$ cat src/rtl/lsu_pkg.sv
// Shared LSU types: controller state encoding, MemOP codes and the alignment rule.
package lsu_pkg;

  typedef enum logic [1:0] {
    ST_IDLE = 2'd0,
    ST_REQ  = 2'd1,
    ST_WAIT = 2'd2,
    ST_RESP = 2'd3
  } state_t;

  localparam logic [2:0] MOP_B    = 3'b000;
  localparam logic [2:0] MOP_H    = 3'b001;
  localparam logic [2:0] MOP_W    = 3'b010;
  localparam logic [2:0] MOP_BU   = 3'b100;
  localparam logic [2:0] MOP_HU   = 3'b101;
  localparam logic [2:0] MOP_NONE = 3'b111;

  // Halfwords need an even address, words a 4-byte-aligned one; bytes are always aligned.
  function automatic logic misaligned(input logic [2:0] memop, input logic [1:0] addr_lo);
    case (memop)
      MOP_H, MOP_HU: return addr_lo[0];
      MOP_W:         return addr_lo != 2'b00;
      default:       return 1'b0;
    endcase
  endfunction

endpackage

$ cat src/rtl/lsu_lane.sv
// Byte-lane steering: store mask/data replication and load extraction with sign/zero extension.
module lsu_lane
  import lsu_pkg::*;
(
  input  logic [1:0]  addr_lo,
  input  logic [2:0]  memop,
  input  logic        we,
  input  logic [31:0] wdata,
  input  logic [31:0] rdata,
  output logic [3:0]  wmask,
  output logic [31:0] wdata_lane,
  output logic [31:0] rdata_ext
);

  logic [7:0]  rd_byte;
  logic [15:0] rd_half;

  always_comb begin
    wmask      = 4'b0000;
    wdata_lane = wdata;
    case (memop)
      MOP_B, MOP_BU: begin
        wmask      = 4'b0001 << addr_lo;
        wdata_lane = {4{wdata[7:0]}};
      end
      MOP_H, MOP_HU: begin
        wmask      = 4'b0011 << {addr_lo[1], 1'b0};
        wdata_lane = {2{wdata[15:0]}};
      end
      MOP_W: begin
        wmask = 4'b1111;
      end
      default: wmask = 4'b0000;
    endcase
    // Loads never write, whatever the size
    if (!we) wmask = 4'b0000;
  end

  always_comb begin
    rd_byte = 8'h00;
    case (addr_lo)
      2'd0:    rd_byte = rdata[7:0];
      2'd1:    rd_byte = rdata[15:8];
      2'd2:    rd_byte = rdata[23:16];
      default: rd_byte = rdata[31:24];
    endcase
    rd_half = addr_lo[1] ? rdata[31:16] : rdata[15:0];
  end

  always_comb begin
    rdata_ext = 32'h0;
    case (memop)
      MOP_B:   rdata_ext = {{24{rd_byte[7]}}, rd_byte};
      MOP_BU:  rdata_ext = {24'h0, rd_byte};
      MOP_H:   rdata_ext = {{16{rd_half[15]}}, rd_half};
      MOP_HU:  rdata_ext = {16'h0, rd_half};
      MOP_W:   rdata_ext = rdata;
      default: rdata_ext = 32'h0;
    endcase
  end

endmodule

$ cat src/rtl/lsu.sv
// Load/store unit: one outstanding bus transaction, IDLE->REQ->WAIT->RESP, with a WAIT timeout.
// Build option: define LSU_MISALIGN_CHECK_EN to reject misaligned H/W accesses without a bus cycle.
module lsu
  import lsu_pkg::*;
#(
  parameter int WIDTH   = 32,
  parameter int TIMEOUT = 64
) (
  input  logic             clk,
  input  logic             rst_n,
  input  logic             req_valid,
  output logic             req_ready,
  input  logic [WIDTH-1:0] req_addr,
  input  logic [WIDTH-1:0] req_wdata,
  input  logic [2:0]       req_memop,
  input  logic             req_memwr,
  output logic             rsp_valid,
  output logic [WIDTH-1:0] rsp_rdata,
  output logic             rsp_err,
  output logic             mem_req_valid,
  input  logic             mem_req_ready,
  output logic [WIDTH-1:0] mem_addr,
  output logic             mem_we,
  output logic [WIDTH-1:0] mem_wdata,
  output logic [3:0]       mem_wmask,
  input  logic             mem_rsp_valid,
  input  logic [WIDTH-1:0] mem_rdata
);

  localparam int CW = $clog2(TIMEOUT + 1);

  state_t           state;
  logic [CW-1:0]    cnt;
  logic [WIDTH-1:0] addr_q;
  logic [WIDTH-1:0] wdata_q;
  logic [2:0]       memop_q;
  logic             memwr_q;
  logic [31:0]      rdata_ext;
  logic             reject;

  // Bus-side outputs come straight from the request latches, so they hold for the whole REQ phase
  lsu_lane u_lane (
    .addr_lo    (addr_q[1:0]),
    .memop      (memop_q),
    .we         (memwr_q),
    .wdata      (wdata_q),
    .rdata      (mem_rdata),
    .wmask      (mem_wmask),
    .wdata_lane (mem_wdata),
    .rdata_ext  (rdata_ext)
  );

  assign mem_addr = {addr_q[WIDTH-1:2], 2'b00};
  assign mem_we   = memwr_q;

`ifdef LSU_MISALIGN_CHECK_EN
  assign reject = misaligned(req_memop, req_addr[1:0]);
`else
  assign reject = 1'b0;
`endif

  always_ff @(posedge clk or negedge rst_n) begin
    if (!rst_n) begin
      state         <= ST_IDLE;
      req_ready     <= 1'b1;
      rsp_valid     <= 1'b0;
      rsp_rdata     <= '0;
      rsp_err       <= 1'b0;
      mem_req_valid <= 1'b0;
      cnt           <= '0;
      addr_q        <= '0;
      wdata_q       <= '0;
      memop_q       <= MOP_B;
      memwr_q       <= 1'b0;
    end else begin
      rsp_valid <= 1'b0;
      case (state)
        ST_IDLE: begin
          if (req_valid && req_ready) begin
            addr_q    <= req_addr;
            wdata_q   <= req_wdata;
            memop_q   <= req_memop;
            memwr_q   <= req_memwr;
            req_ready <= 1'b0;
            if (req_memop == MOP_NONE) begin
              state     <= ST_RESP;
              rsp_valid <= 1'b1;
              rsp_rdata <= '0;
              rsp_err   <= 1'b0;
            end else if (reject) begin
              state     <= ST_RESP;
              rsp_valid <= 1'b1;
              rsp_rdata <= '0;
              rsp_err   <= 1'b1;
            end else begin
              state         <= ST_REQ;
              mem_req_valid <= 1'b1;
            end
          end
        end
        ST_REQ: begin
          if (mem_req_ready) begin
            mem_req_valid <= 1'b0;
            cnt           <= '0;
            state         <= ST_WAIT;
          end
        end
        ST_WAIT: begin
          if (mem_rsp_valid) begin
            state     <= ST_RESP;
            rsp_valid <= 1'b1;
            rsp_err   <= 1'b0;
            rsp_rdata <= memwr_q ? '0 : rdata_ext;
          end else if (cnt == CW'(TIMEOUT - 1)) begin
            // TIMEOUT cycles spent in WAIT with no response from the bus
            state     <= ST_RESP;
            rsp_valid <= 1'b1;
            rsp_err   <= 1'b1;
            rsp_rdata <= '0;
          end else begin
            cnt <= cnt + 1'b1;
          end
        end
        ST_RESP: begin
          state     <= ST_IDLE;
          req_ready <= 1'b1;
        end
        default: begin
          state     <= ST_IDLE;
          req_ready <= 1'b1;
        end
      endcase
    end
  end

endmodule

$ cat config.mk
export PLATFORM = sky130hd
export DESIGN_NAME = lsu
export DESIGN_NICKNAME = d
export VERILOG_FILES = /design/src/rtl/lsu_pkg.sv /design/src/rtl/lsu_lane.sv /design/src/rtl/lsu.sv
export SDC_FILE = /design/constraint.sdc
export NUM_CORES = 1
export LEC_CHECK = 0
export CORE_UTILIZATION = 25
export DETAILED_ROUTE_END_ITERATION = 16
export GPL_ROUTABILITY_DRIVEN = 0
export GPL_TIMING_DRIVEN = 0
export PLACE_DENSITY_LB_ADDON = 0.15
export REMOVE_ABC_BUFFERS = 1
export SLEW_MARGIN = 5
export SYNTH_ARGS = -nofsm -noshare
export SYNTH_HDL_FRONTEND = slang
export SYNTH_SLANG_ARGS = --single-unit
$ cat constraint.sdc
create_clock -name clk -period 2.04 [get_ports clk]
set_input_delay 0.204 -clock clk [delete_from_list [all_inputs] [get_ports clk]]
set_output_delay 0.204 -clock clk [all_outputs]
set_load 0.02 [all_outputs]
# Word-level counts from Yosys, hierarchy flattened
# Index checks and enable logic that the tools add are counted.
# op_classes
reduce_logical	16
muxes	38
n_addsub	1
n_eq_ne	18
n_shift	2
# ops
op	count
$mux W32	5
$pmux W32 S5	1
$pmux W32 S2	2
$pmux W8 S3	1
$mux W7	3
$mux W16	1
$pmux W7 S2	1
$mux W1	12
$ne A2 B2 Y1 const B	6
$pmux W4 S3	1
$reduce_and A4 Y1	3
$mux W2	5
$eq A3 B3 Y1 const B	3
$pmux W1 S2	4
$pmux W2 S4	1
$reduce_bool A2 Y1	4
$add A7 B1 Y7 const B	1
$eq A7 B6 Y1 const B	1
$eq A2 B2 Y1 const B	3
$eq A2 B1 Y1 const B	2
$logic_not A2 Y1	2
$mux W4	1
$reduce_and A2 Y1	2
$reduce_or A2 Y1	2
other kinds (8)	8
# word_totals
elab_cells	86
in_bits	105
register_bits	113

# Longest topological paths before layout
# depth
ltp_word	6
depth_mapped	7
depth_no_buf	6

# By module
# A second synthesis with hierarchy kept.
# unflattened
cells_unflattened	583
area_unflattened_um2	6323.6
# modules_own_cells
module	cells_each	seq_area_each_um2	area_each_um2	n_inst
lsu	404	2829.0	5029.8	1
lsu_lane	179	0.0	1293.7	1

# Worst setup path after synthesis
# No wires, ideal clock.
# synth_path
path_type	register -> register
start	register state[0]
end	register addr_q[0]
synth_period_minus_slack_ns	1.984
setup_slack_ns	0.056
t_required_ns	1.915
path_buffers	3
setup_ns	0.125
t_arrival_ns	1.859
stages_incl_launch_ff	8
cell_sequence	dfrtp_1 -> inv_1 -> ha_1 -> clkbuf_1 -> nand3_1 -> buf_1 -> buf_2 -> mux2_2
# synth_between
elab_chain_len	2
# synth_lines
item	line_no	text
start, declared	lsu.sv:32	state_t state;
start signal, assigned	lsu.sv:64	state <= ST_IDLE;
start signal, assigned	lsu.sv:86	state <= ST_RESP;
start signal, assigned	lsu.sv:91	state <= ST_RESP;
$logic_not A2 Y1	lsu.sv:77	case (state)
$reduce_and A2 Y1 (no source line)	-	
end signal, assigned	lsu.sv:80	addr_q <= req_addr;
end, declared	lsu.sv:34	logic [WIDTH-1:0] addr_q;
# No other way between the ends.
# A chain may end at the register's enable or synchronous reset.

# Worst setup path after layout
# layout_path
start	register memop_q[0]
end	output port mem_wdata[9]
# layout_between
elab_chain_len	3
elab_cells_between_ends	7
cone_classes	3 x eq/ne; 1 x mux; 3 x reduce/logical
# layout_lines
item	line_no	text
start, declared	lsu.sv:36	logic [2:0] memop_q;
start signal, assigned	lsu.sv:82	memop_q <= req_memop;
$eq A3 B1 Y1 (tied with other cells)	lsu_lane.sv:21	case (memop)
$reduce_or A2 Y1	lsu_lane.sv:21	
$pmux W32 S2 *	lsu_lane.sv:21	
end, declared	lsu.sv:24	output logic [WIDTH-1:0] mem_wdata,
# Mark *: on every way between the ends. The rest lies on a longest branch, timed or not.

==> impl_metrics.env <==
export IMPL_start_util_pct=25.9
export IMPL_finalHoldViolCount=0
export IMPL_netlist_top_cells_count="112 x dfrtp_1, 85 x mux2_2, 40 x buf_4"
export IMPL_finalWorstSetupSlack_ps=-18.3
export IMPL_final_cells=938
export IMPL_failed_checks="setup timing"
export IMPL_clock_path_buffers=2
export IMPL_drive_above_1_share_pct=29.6
export IMPL_synthCells=463
export IMPL_crit_path_max_fanout=7
export IMPL_tightest_slew_ps=524
export IMPL_drt_pass1_iter_count=4
export IMPL_synth_main_ff_cell="dfrtp_1"
export IMPL_area_growth_pct=52.8
export IMPL_cap_viol_max_count=0
export IMPL_synth_area_leaders="dfrtp_1 49%, mux2_2 17%, buf_4 5.3%"
export IMPL_hold_slack_ps=313
export IMPL_min_period_ps=2060
export IMPL_hp_class="in2async"
export IMPL_required_ps=1840
export IMPL_antenna_left=0
export IMPL_pin_count=210
export IMPL_core_area_um2=22100
export IMPL_endpoint_kind="output port"
export IMPL_cts_root_buf="clkbuf_16"
export IMPL_wl_per_cell_um=19.5
export IMPL_max_freq_ghz=0.486
export IMPL_synth_edf_count=0
export IMPL_busiest_layer="met2"
export IMPL_placedCellCount=884
export IMPL_drt_iter0_drc=167
export IMPL_yosysSeqAreaShare_pct=49.5
export IMPL_start_kind="register"
export IMPL_grt_usage_pct=15.8
export IMPL_grtUsageMet3_pct=6.80
export IMPL_yosysTopAreaCell="dfrtp_1"
export IMPL_async_flop_share_pct=100
export IMPL_total_power_mw=14.8
export IMPL_ys_warn_count=0
export IMPL_met2_usage_pct=25.4
export IMPL_arrival_ps=1850
export IMPL_grt_first_pass_wirelength_um=28300
export IMPL_die_y_um=153
export IMPL_io_buffers=207
export IMPL_p_leak_nw=3.59
export IMPL_vias=4452
export IMPL_yosysUniqueCellTypes=42
export IMPL_viasPerCell=4.75
export IMPL_clk_latency_ps=410
export IMPL_timing_final_crit_share_pct=101
export IMPL_die_area_um2=23500
export IMPL_grt_max_degree=66
export IMPL_antenna_found_initial=1
export IMPL_synth_most_common_cell="dfrtp_1"
export IMPL_routed_wl_um=18300
export IMPL_avgSynthCellArea_um2=12.3
export IMPL_use_met1_pct=18.7
export IMPL_synth_seq_cells=113
export IMPL_gr_total_overflow=0
export IMPL_setup_violations_final=2
export IMPL_max_vdd_ir_drop_v=0.000749
export IMPL_numCtsBuffers=17
export IMPL_rows=54
export IMPL_power_density_nw_per_um2=1700
export IMPL_grt_pass1_vias=4967
export IMPL_die_w_um=153
export IMPL_maxSlewHeadroom_pct=65.1
export IMPL_nets=755
export IMPL_antenna_cells=0
export IMPL_syn_cell_area_um2=5710
export IMPL_status="finished with violations"
export IMPL_cts_sinks=113
export IMPL_report_final_slew_viol_count=0
export IMPL_htreeDepth=4
export IMPL_post_route_drc_count=0
export IMPL_rsz0062_at_grt="yes"
export IMPL_clkTransAtPathRegs_ps=60
export IMPL_crit_type="reg2out"
export IMPL_clock_skew_ps=6.76
export IMPL_cts_tree="done"
export IMPL_post_dp_hpwl_um=11800
export IMPL_synth_top_area_share_pct=49.0
registers in the layout, summed over array words and instances, names as in the netlist:
register,count
rsp_rdata,32
mem_we,1
mem_req_valid,1
cnt,7
memop_q,3
addr_q,32
wdata_q,32
req_ready,1
state,2
rsp_valid,1
rsp_err,1
area by class of cell:
class	instances	area [um^2]
clock buffer	18	439
clock inverter	14	180
fill	2123	13400
inverter	5	18.8
multi-input combinational	278	2620
sequential	113	2840
tap	280	350
timing repair buffer	230	2280
critical path: stages (launching register included):
cell     delay (ps)
dfrtp_4         500
buf_6           150
nor2_4          100
buf_8           140
buf_6           110
mux2_4          300
buf_6           130
cells in the final DEF, fill, tap and decap left out, types with 3 or more instances in the layout:
| master | Yosys | final |
|---|---|---|
| inv_6 | 0 | 4 |
| buf_6 | 3 | 13 |
| nand2b_1 | 8 | 7 |
| clkbuf_16 | 0 | 17 |
| a221oi_1 | 8 | 6 |
| buf_2 | 2 | 7 |
| nor2b_1 | 5 | 3 |
| a222oi_1 | 7 | 7 |
| mux2_2 | 85 | 83 |
| nor2_1 | 8 | 4 |
| inv_1 | 5 | 5 |
| clkinv_4 | 0 | 4 |
| nor2_4 | 0 | 3 |
| nand4_1 | 4 | 4 |
| mux4_2 | 8 | 8 |
| dfrtp_4 | 0 | 3 |
| o21a_1 | 3 | 3 |
| o21ai_0 | 14 | 12 |
| buf_4 | 40 | 13 |
| mux2i_1 | 15 | 15 |
| clkdlybuf4s50_1 | 0 | 178 |
| o2bb2ai_1 | 32 | 32 |
| ha_1 | 5 | 4 |
| bufinv_16 | 0 | 3 |
| a21oi_1 | 9 | 9 |
| dlygate4sd2_1 | 0 | 9 |
| nand3_4 | 0 | 5 |
| dfrtp_1 | 112 | 108 |
| nand2_1 | 19 | 19 |
| a211oi_1 | 18 | 18 |
worst paths after layout:
path | start | endpoint | slack [ps] | cells after the start
setup / recovery | memop_q[0] | mem_wdata[9] | -20 | 6
hold / removal | rst_n | rsp_rdata[4] | 310 | 2
setup reg to reg | memop_q[1] | rsp_rdata[9] | 100 | 6
hold reg to reg | rsp_rdata[15] | rsp_rdata[15] | 490 | 1
max in group asynchronous | rst_n | addr_q[1] | 1010 | 3
min in group clk | req_addr[17] | addr_q[17] | 400 | 2
timing repair:
item / 4_1_cts / 5_1_grt
hold buffers: 1 / 0
endpoints found under the hold margin: 47 / 0
endpoints found under the setup margin: 61 / 51
pin swaps: 4 / 6
cloned: 1 / 2
buffers inserted: 13 / 5
resized for setup: 115 / 32
cells by family after synthesis:
group                    count (synthesis)  share of synthesized area, %
AO/OA/AOI/OAI                          100                          13.4
flip-flops                             113                          49.5
AND/OR/NAND/NOR                         60                          5.34
multiplexers                           108                          22.5
adder cells (fa/ha/maj)                  5                          1.09
buffers and inverters                   76                          8.06
other                                    1                        0.0656
through the flow:
stage / instance area (um^2) / setup slack (ps) / TNS [ps] / utilization [%]
after floorplan: 5280 / -1200 / -109080 / -
after global placement: 7700 / -4040 / -728200 / 34.8
after detailed placement: 7800 / -1390 / -56140 / 35.3
after CTS: 8630 / -89.6 / -280 / 39.1
after global routing: 8730 / -79.1 / -234 / 39.5
final: 8730 / -18.3 / -35.5 / 39.5
report_power, final:
group	total, mW	switching (mW)	internal (mW)
registers	3.95	0.743	3.20
logic	7.74	3.93	3.81
clock network	3.13	1.16	1.97
metal layers:
metal / up-vias / part of all wire [%]
met5: - / 0.044
met4: 2 / 1.5
met3: 19 / 10
met2: 192 / 47
met1: 2183 / 41
li1: 2056 / -
(Power assumes the default switching activity.)
